**config.mk**
```make
export PLATFORM = sky130hd
export DESIGN_NAME = ysyx_24090003_wbu
export DESIGN_NICKNAME = d
export VERILOG_FILES = /design/src/rtl/ysyx_24090003_pkg.sv /design/src/rtl/ysyx_24090003_regfile.sv /design/src/rtl/ysyx_24090003_wbu.sv
export SDC_FILE = /design/constraint.sdc
export NUM_CORES = 2
export LEC_CHECK = 0
export ABC_AREA = 1
export BUFFER_PORTS_ARGS = -buffer_cell sky130_fd_sc_hd__buf_2
export CELL_PAD_IN_SITES_DETAIL_PLACEMENT = 1
export CELL_PAD_IN_SITES_GLOBAL_PLACEMENT = 1
export CORE_ASPECT_RATIO = 0.5
export CORE_UTILIZATION = 35
export DETAILED_ROUTE_END_ITERATION = 8
export HOLD_SLACK_MARGIN = 0.05
export PLACE_DENSITY = 0.62
export SYNTH_ARGS = -nofsm -noshare
export SYNTH_HDL_FRONTEND = slang
export SYNTH_SLANG_ARGS = --single-unit
```
**constraint.sdc**
```tcl
create_clock -name cpu_clk -period 3.3 [get_ports cpu_clk]
set_input_delay 0 -clock cpu_clk [delete_from_list [all_inputs] [get_ports cpu_clk]]
set_output_delay 0 -clock cpu_clk [all_outputs]
set_load 0.02 [all_outputs]
```
**src/rtl/ysyx_24090003_pkg.sv**
```systemverilog
// Shared constants and types for the ysyx_24090003 core slice.
// Holds RV32 widths, the reset PC and the write-back store FSM state encoding.
package ysyx_24090003_pkg;

  localparam int XLEN   = 32;
  localparam int REG_AW = 5;

  localparam logic [XLEN-1:0] RESET_PC_DEFAULT = 32'h8000_0000;
  localparam logic [XLEN-1:0] WORD_ALIGN_MASK  = 32'hFFFF_FFFC;

  typedef enum logic [1:0] {
    ST_IDLE = 2'd0,
    ST_REQ  = 2'd1,
    ST_RESP = 2'd2
  } store_state_e;

endpackage

```
**src/rtl/ysyx_24090003_regfile.sv**
```systemverilog
// Architectural GPR file: one write port, two combinational read ports with
// same-cycle write bypass; x0 always reads as zero and is never written.
module ysyx_24090003_regfile
  import ysyx_24090003_pkg::*;
#(
  parameter int NREG = 32
) (
  input  logic              cpu_clk,
  input  logic              cpu_rst_n,
  input  logic              we,
  input  logic [REG_AW-1:0] rd,
  input  logic [XLEN-1:0]   wdata,
  input  logic [REG_AW-1:0] rs1,
  input  logic [REG_AW-1:0] rs2,
  output logic [XLEN-1:0]   rdata1,
  output logic [XLEN-1:0]   rdata2
);

  logic [XLEN-1:0] regs [NREG];

  // NOTE: the array is reset because software may read GPRs before writing
  // them and expects zero; this keeps the array in flops rather than a RAM macro.
  always_ff @(posedge cpu_clk or negedge cpu_rst_n) begin
    if (!cpu_rst_n) begin
      for (int i = 0; i < NREG; i++) regs[i] <= '0;
    end else if (we && rd != '0) begin
      // NOTE: sequential state uses <= so every flop samples pre-edge values.
      regs[rd] <= wdata;
    end
  end

  // Bypass lets the EXU see a result written in the same cycle it is read.
  assign rdata1 = (rs1 == '0)            ? '0    :
                  (we && rd == rs1)      ? wdata : regs[rs1];
  assign rdata2 = (rs2 == '0)            ? '0    :
                  (we && rd == rs2)      ? wdata : regs[rs2];

endmodule

```
**src/rtl/ysyx_24090003_wbu.sv**
```systemverilog
// Write-back unit: owns the GPR file and the PC, and issues stores as a
// valid/ready write with a response wait, stalling upstream while outstanding.
module ysyx_24090003_wbu
  import ysyx_24090003_pkg::*;
#(
  parameter int              NREG     = 32,
  parameter logic [XLEN-1:0] RESET_PC = RESET_PC_DEFAULT
) (
  input  logic              cpu_clk,
  input  logic              cpu_rst_n,
  input  logic              reg_write_enable,
  input  logic [REG_AW-1:0] EXrd,
  input  logic [XLEN-1:0]   reg_write_data,
  input  logic              addr_write_enable,
  input  logic [XLEN-1:0]   EXaddr,
  input  logic [XLEN-1:0]   addr_write_data,
  input  logic              npc_write_enable,
  input  logic [XLEN-1:0]   EXnpc,
  input  logic              spc_write_enable,
  input  logic [XLEN-1:0]   EXspc,
  input  logic              inst_done,
  input  logic [REG_AW-1:0] rs1,
  input  logic [REG_AW-1:0] rs2,
  output logic [XLEN-1:0]   reg_read_data1,
  output logic [XLEN-1:0]   reg_read_data2,
  output logic [XLEN-1:0]   pc,
  output logic              mem_wvalid,
  output logic [XLEN-1:0]   mem_waddr,
  output logic [XLEN-1:0]   mem_wdata,
  input  logic              mem_wready,
  input  logic              mem_bvalid,
  output logic              mem_bready,
  output logic              wb_busy
);

  store_state_e state;

  ysyx_24090003_regfile #(
    .NREG(NREG)
  ) u_regfile (
    .cpu_clk  (cpu_clk),
    .cpu_rst_n(cpu_rst_n),
    .we       (reg_write_enable),
    .rd       (EXrd),
    .wdata    (reg_write_data),
    .rs1      (rs1),
    .rs2      (rs2),
    .rdata1   (reg_read_data1),
    .rdata2   (reg_read_data2)
  );

  // Derived from the state flop so an async reset drops it immediately.
  assign wb_busy = (state != ST_IDLE);

  always_ff @(posedge cpu_clk or negedge cpu_rst_n) begin
    if (!cpu_rst_n) begin
      state      <= ST_IDLE;
      mem_wvalid <= 1'b0;
      mem_bready <= 1'b0;
      mem_waddr  <= '0;
      mem_wdata  <= '0;
    end else begin
      case (state)
        ST_IDLE: begin
          if (addr_write_enable) begin
            mem_waddr  <= EXaddr & WORD_ALIGN_MASK;
            mem_wdata  <= addr_write_data;
            mem_wvalid <= 1'b1;
            state      <= ST_REQ;
          end
        end
        ST_REQ: begin
          if (mem_wready) begin
            mem_wvalid <= 1'b0;
            mem_bready <= 1'b1;
            state      <= ST_RESP;
          end
        end
        ST_RESP: begin
          if (mem_bvalid) begin
            mem_bready <= 1'b0;
            state      <= ST_IDLE;
          end
        end
        default: begin
          mem_wvalid <= 1'b0;
          mem_bready <= 1'b0;
          state      <= ST_IDLE;
        end
      endcase
    end
  end

  // A retiring instruction only moves the PC when no store is outstanding.
  always_ff @(posedge cpu_clk or negedge cpu_rst_n) begin
    if (!cpu_rst_n) begin
      pc <= RESET_PC;
    end else if (inst_done && !wb_busy) begin
      if (npc_write_enable)      pc <= EXnpc;
      else if (spc_write_enable) pc <= EXspc;
      else                       pc <= pc + 32'd4;
    end
  end

  a_no_store_while_busy: assert property (
    @(posedge cpu_clk) disable iff (!cpu_rst_n)
      !(addr_write_enable && state != ST_IDLE)
  );

endmodule

```
======== After elaboration in Yosys (flattened, before gate mapping) ========
Cells that the tools add are included.
word-level totals
  bits in registers ....................... 1122
  latch bits .............................. 0
  bits in writable memories ............... 0
  ROM bits ................................ 0
  bits of input ports ..................... 184
  output and inout bits ................... 163
  logic and storage cells ................. 95
  memories ................................ 0
operators by class
  $add $sub $neg .......................... 1
  $mul .................................... 0
  div/mod/pow operators ................... 0
  $lt $le $gt $ge ......................... 4
  eq/ne operators ......................... 7
  shift operators ......................... 0
  multiplexer cells ....................... 25
  bitwise gates (word level) .............. 5
  reductions and logical operators ........ 15
operators with widths
  operator               count
  $bwmux 1024            1
  $mux 32                11
  $bmux 32 s5            2
  $demux 32 s5           1
  $add 32x3->32 const B  1
  $ge 6x6->1 const B     3
  $not 5->6              3
  $eq 5x5->1             2
  $logic_not 5->1        2
  $reduce_and 3->1       3
  $lt 6x1->1 const B     1
  $mux 2                 3
  $ne 2x2->1 const B     3
  $pmux 1 s3             2
  $pmux 2 s3             1
  $logic_and 1x1->1      5
  $reduce_bool 5->1      1
  $mux 1                 4
  $eq 2x1->1 const B     1
  $eq 2x2->1 const B     1
  $logic_not 2->1        1
  $not 1->1              2
  $reduce_and 2->1       1
  $reduce_bool 2->1      1
  $logic_not 1->1        1

======== Logic depth before layout (Yosys ltp) ========
  depth after elaboration ................. 6
  depth in mapped cells ................... 13
  mapped depth without buffers ............ 10

======== By module ========
A second synthesis with hierarchy kept.
unflattened totals
  cell total of the unflattened synthesis .. 9327
  area total of the unflattened synthesis .. 64261.6 um2
by module, submodules not included
  module                 times used  cells an instance  area an instance (um2)  sequential area each (um2)
  ysyx_24090003_regfile  1           8764               59119.2                 25624.6
  ysyx_24090003_wbu      1           563                5142.4                  2453.6

======== Worst setup path after synthesis ========
Ideal clock, no wire load.
  path kind ............................... register to register
  start point ............................. register pc[2]
  end point ............................... register pc[26]
  setup time .............................. 121 ps
  arrival time ............................ 1596 ps
  required time ........................... 3179 ps
  slack ................................... 1583 ps
  cell stages (with the launch flop) ...... 9
  path buffers ............................ 0
  clock period less this slack ............ 1717 ps
  cells stage by stage .................... dfrtp_1 -> ha_1 -> nand3_1 -> inv_1 -> nand2_1 -> nor2_1 -> nand3b_1 -> o211ai_1 -> nand2_1
on the way
  cells in the longest elaborated chain, start to end .. 3
RTL lines
  element                 line                      source
  start, declared         ysyx_24090003_wbu.sv:26   output logic [XLEN-1:0] pc,
  start signal, assigned  ysyx_24090003_wbu.sv:99   if (npc_write_enable) pc <= EXnpc;
  start signal, assigned  ysyx_24090003_wbu.sv:100  else if (spc_write_enable) pc <= EXspc;
  start signal, assigned  ysyx_24090003_wbu.sv:101  else pc <= pc + 32'd4;
  $add 32x3->32           ysyx_24090003_wbu.sv:101
  $mux 32                 ysyx_24090003_wbu.sv:100
  $mux 32                 ysyx_24090003_wbu.sv:99
No other way between the ends.
A chain may end at the register's enable or synchronous reset.

======== Worst setup path in the final report ========
Same ends and word-level chain as after synthesis.

==> results.yml <==
synth:
  synth-edff-count: 0
  ys_seq_area_share_pct: 45.0
  synth_seq_cells: 1122
  netlist_instances: 8535
  async_flop_share_pct: 100
  synth_area_per_cell_sq_um: 7.32
  ys.flop_type: "dfrtp_1"
  ys_warn_count: 0
  syn_area_sq_um: 62400
  synth_cell_types: 41
timing:
  report.final.slew_viol_count: 0
  fin_skew_ns: 0.0204
  fin_crit_ns: 3.09
  rsz0062_at_grt: "false"
  finalCritPeriodShare_pct: 93.5
  max_freq_mhz: 324
  maxSlewHeadroom_pct: 17.2
  tightest_slew_ns: 1.24
  tns_ns: 0
  hold_viol: 0
  setup_violations: 0
place:
  io_buffers: 342
  placed_cell_area_sq_um: 66800
  hpwl_um: 166000
  dp_cells: 10700
  place_congestion: 0.841
critical_path:
  critPathMaxFanout: 6
  crit_required_ns: 3.99
  path_cells: "ha_1 -> nand3_1 -> inv_1 -> nand2_1 -> nor2_2 -> nand3b_1 -> o211ai_1 -> dlygate4sd3_1 -> nand2_1 -> dlygate4sd3_1 -> nand2_1"
  critPathCaptureType: "flip-flop"
  startpoint_type: "flip-flop"
  cpLargestDelayFamily: "buffers and inverters"
  crit_top_cell: "nand2_1"
  ff2ff_path_depth: 11
  worst-setup-path-type: "flip-flop to flip-flop"
  path_buf_inv: 3
  crit_slowest_cell: "dlygate4sd3_1"
  crit_arrival_ns: 3.77
  critical-path-max-stage-delay_ns: 0.56
  reg2reg_setup_slack_ns: 0.21
  rr_startpoint: "pc[2]"
  reg2reg_to: "pc[26]"
cells_and_area:
  final_common_cell: "nand2_1"
  layout_common_cells: "nand2_1 (2149), o21ai_0 (1323), dfrtp_1 (1121)"
  drive_above_1_share_pct: 10.7
  final_nets: 8917
  design_area_sq_um: 73700
  nFillCells: 21700
  area_delta_synth_final_pct: 18.0
  utilization_pct: 41.7
  layoutNonFillerInstCount: 11200
power:
  power_frac_comb_pct: 26.4
  intPower_w: 0.0292
  power_frac_clock_pct: 32.0
  power_frac_seq_pct: 41.6
  p_sw_w: 0.0158
  ir_worst_vdd_uv: 476
  p_sw_share_pct: 35.1
  p_per_area_nw_per_um2: 612
  leakage_nw: 34.0
run:
  drv_cap: 0
floorplanning:
  die_w_um: 599
  rows: 109
  start_util_pct: 35.3
  die-area_sq_um: 180000
  die_h_um: 301
  io_pins: 347
  core-area_sq_um: 177000
status:
  status: "completed"
worst_hold_path:
  hold_start: "spc_write_enable"
  min_to: "pc[26]"
  hold_class: "primary input to flip-flop"
  whs_path_depth: 6
clocking:
  h-tree-depth: 3
  cts_tree: "yes"
  cts_setup_buffers: 0
  clockBufferDepth: 3
  clk_latency_ns: 0.76
  cts.sinks: 1122
  clk_pin_slew_worst_paths_ns: 0.06
  numCtsBuffers: 119
  root_buffer: "clkbuf_16"
drt:
  dr.pass1.iters: 5
  drtIter0Drc: 6251
  routedWlPerCell_um: 25.2
  ant_nets: 0
  wirelength_um: 283000
  drc: 0
  vias: 62800
  vias_per_cell: 5.59
global_route:
  antenna_found_initial: 11
  grt_max_degree: 199
  grt_pass1_wl_um: 421000
  grtUsageTotal_pct: 31.2
  grt_pass1_vias: 62200
  grt_overflow_total: 0
through the flow:
stage               power [W]  setup WS, ns  hold slack (ns)
finish                 0.0451         0.215           0.0471
global placement       0.0296         0.793           0.0377
floorplan              0.0258          1.58           -0.296
global route           0.0476        0.0235           0.0965
detailed placement     0.0300         0.807           0.0261
CTS                    0.0451        0.0635           0.0520
worst reg2reg max path, stage by stage (launching register included):
cell,delay (ns)
dfrtp_1,0.42
ha_1,0.22
nand3_1,0.12
inv_1,0.13
nand2_1,0.16
nor2_2,0.29
nand3b_1,0.23
o211ai_1,0.21
dlygate4sd3_1,0.56
nand2_1,0.04
dlygate4sd3_1,0.56
nand2_1,0.06
cells by family (layout without fill, tap and decap cells):
group | count (synthesis) | count (layout) | synth area share [%]
AOI/OAI and AO/OA | 2290 | 2290 | 20.6
xor gates and xnor gates | 10 | 10 | 0.140
adders and majority gates | 1 | 1 | 0.0200
buffers and inverters | 1481 | 1780 | 9.19
DFF | 1122 | 1122 | 45.0
muxes | 62 | 62 | 1.12
other | 1 | 4 | 0.00601
and+or+nand+nor | 3568 | 3568 | 24.0
routing by layer:
metal	track usage [%]	share of wire, %	vias to the layer above
met3	4.22	6.4	396
met4	8.38	2.7	0
met2	47.5	43	1938
met5	0	0	-
li1	-	-	28800
met1	46.1	48	31700
Yosys cell counts, types with 62 or more instances:
cell	count	area [sq um]
a21oi_1	383	1920
buf_1	76	285
buf_2	138	691
clkbuf_1	558	2090
dfrtp_1	1121	28100
inv_1	694	2610
mux2_2	62	698
nand2_1	2162	8120
nand3_1	973	4870
nor2_1	302	1130
o211ai_1	517	3880
o21ai_0	1323	6620
state kept, by name, indices dropped and copies added (netlist names):
signal and count:
u_regfile.regs 1024, mem_wvalid 1, mem_waddr 30, state 2
mem_bready 1, mem_wdata 32, pc 32
worst max-delay path by stage:
| stage | end | slack [ns] | startpoint | cells after the start |
|---|---|---|---|---|
| 2_1_floorplan | pc[26] | 1.58 | pc[2] | 8 |
| 3_3_place_gp | reg_read_data1[15] | 0.79 | rs1[1] | 11 |
| 3_5_place_dp | reg_read_data1[15] | 0.81 | rs1[1] | 11 |
| 4_1_cts | pc[26] | 0.06 | pc[2] | 11 |
| 5_1_grt | pc[26] | 0.02 | pc[2] | 11 |
| 6_report | pc[26] | 0.21 | pc[2] | 11 |
what timing repair did:
action                                  4_1_cts  5_1_grt
hold buffers                                282        0
gates resized for setup                       0        4
endpoints found under the setup margin        0        6
hold endpoints to repair                   1401        0
power groups by stage:
stage	Sequential [W]	Clock [W]	Combinational, W
floorplan	0.0191	0	0.00665
global placement	0.0188	0	0.0109
detailed placement	0.0189	0	0.0111
CTS	0.0187	0.0147	0.0118
global route	0.0191	0.0152	0.0133
finish	0.0187	0.0144	0.0119
layout make-up:
type	instances	area (sq um)	share of cell area, %
clock inverters	33	345	0.469
multi-input cells	5933	28900	39.2
well taps	2386	2990	4.05
repair buffers	849	7040	9.55
inverters	707	2690	3.65
clock buffers	191	3690	5.01
diodes	2	5.00	0.00679
flip-flops and latches	1122	28100	38.1
No activity file was read; power rests on OpenSTA's default activity.
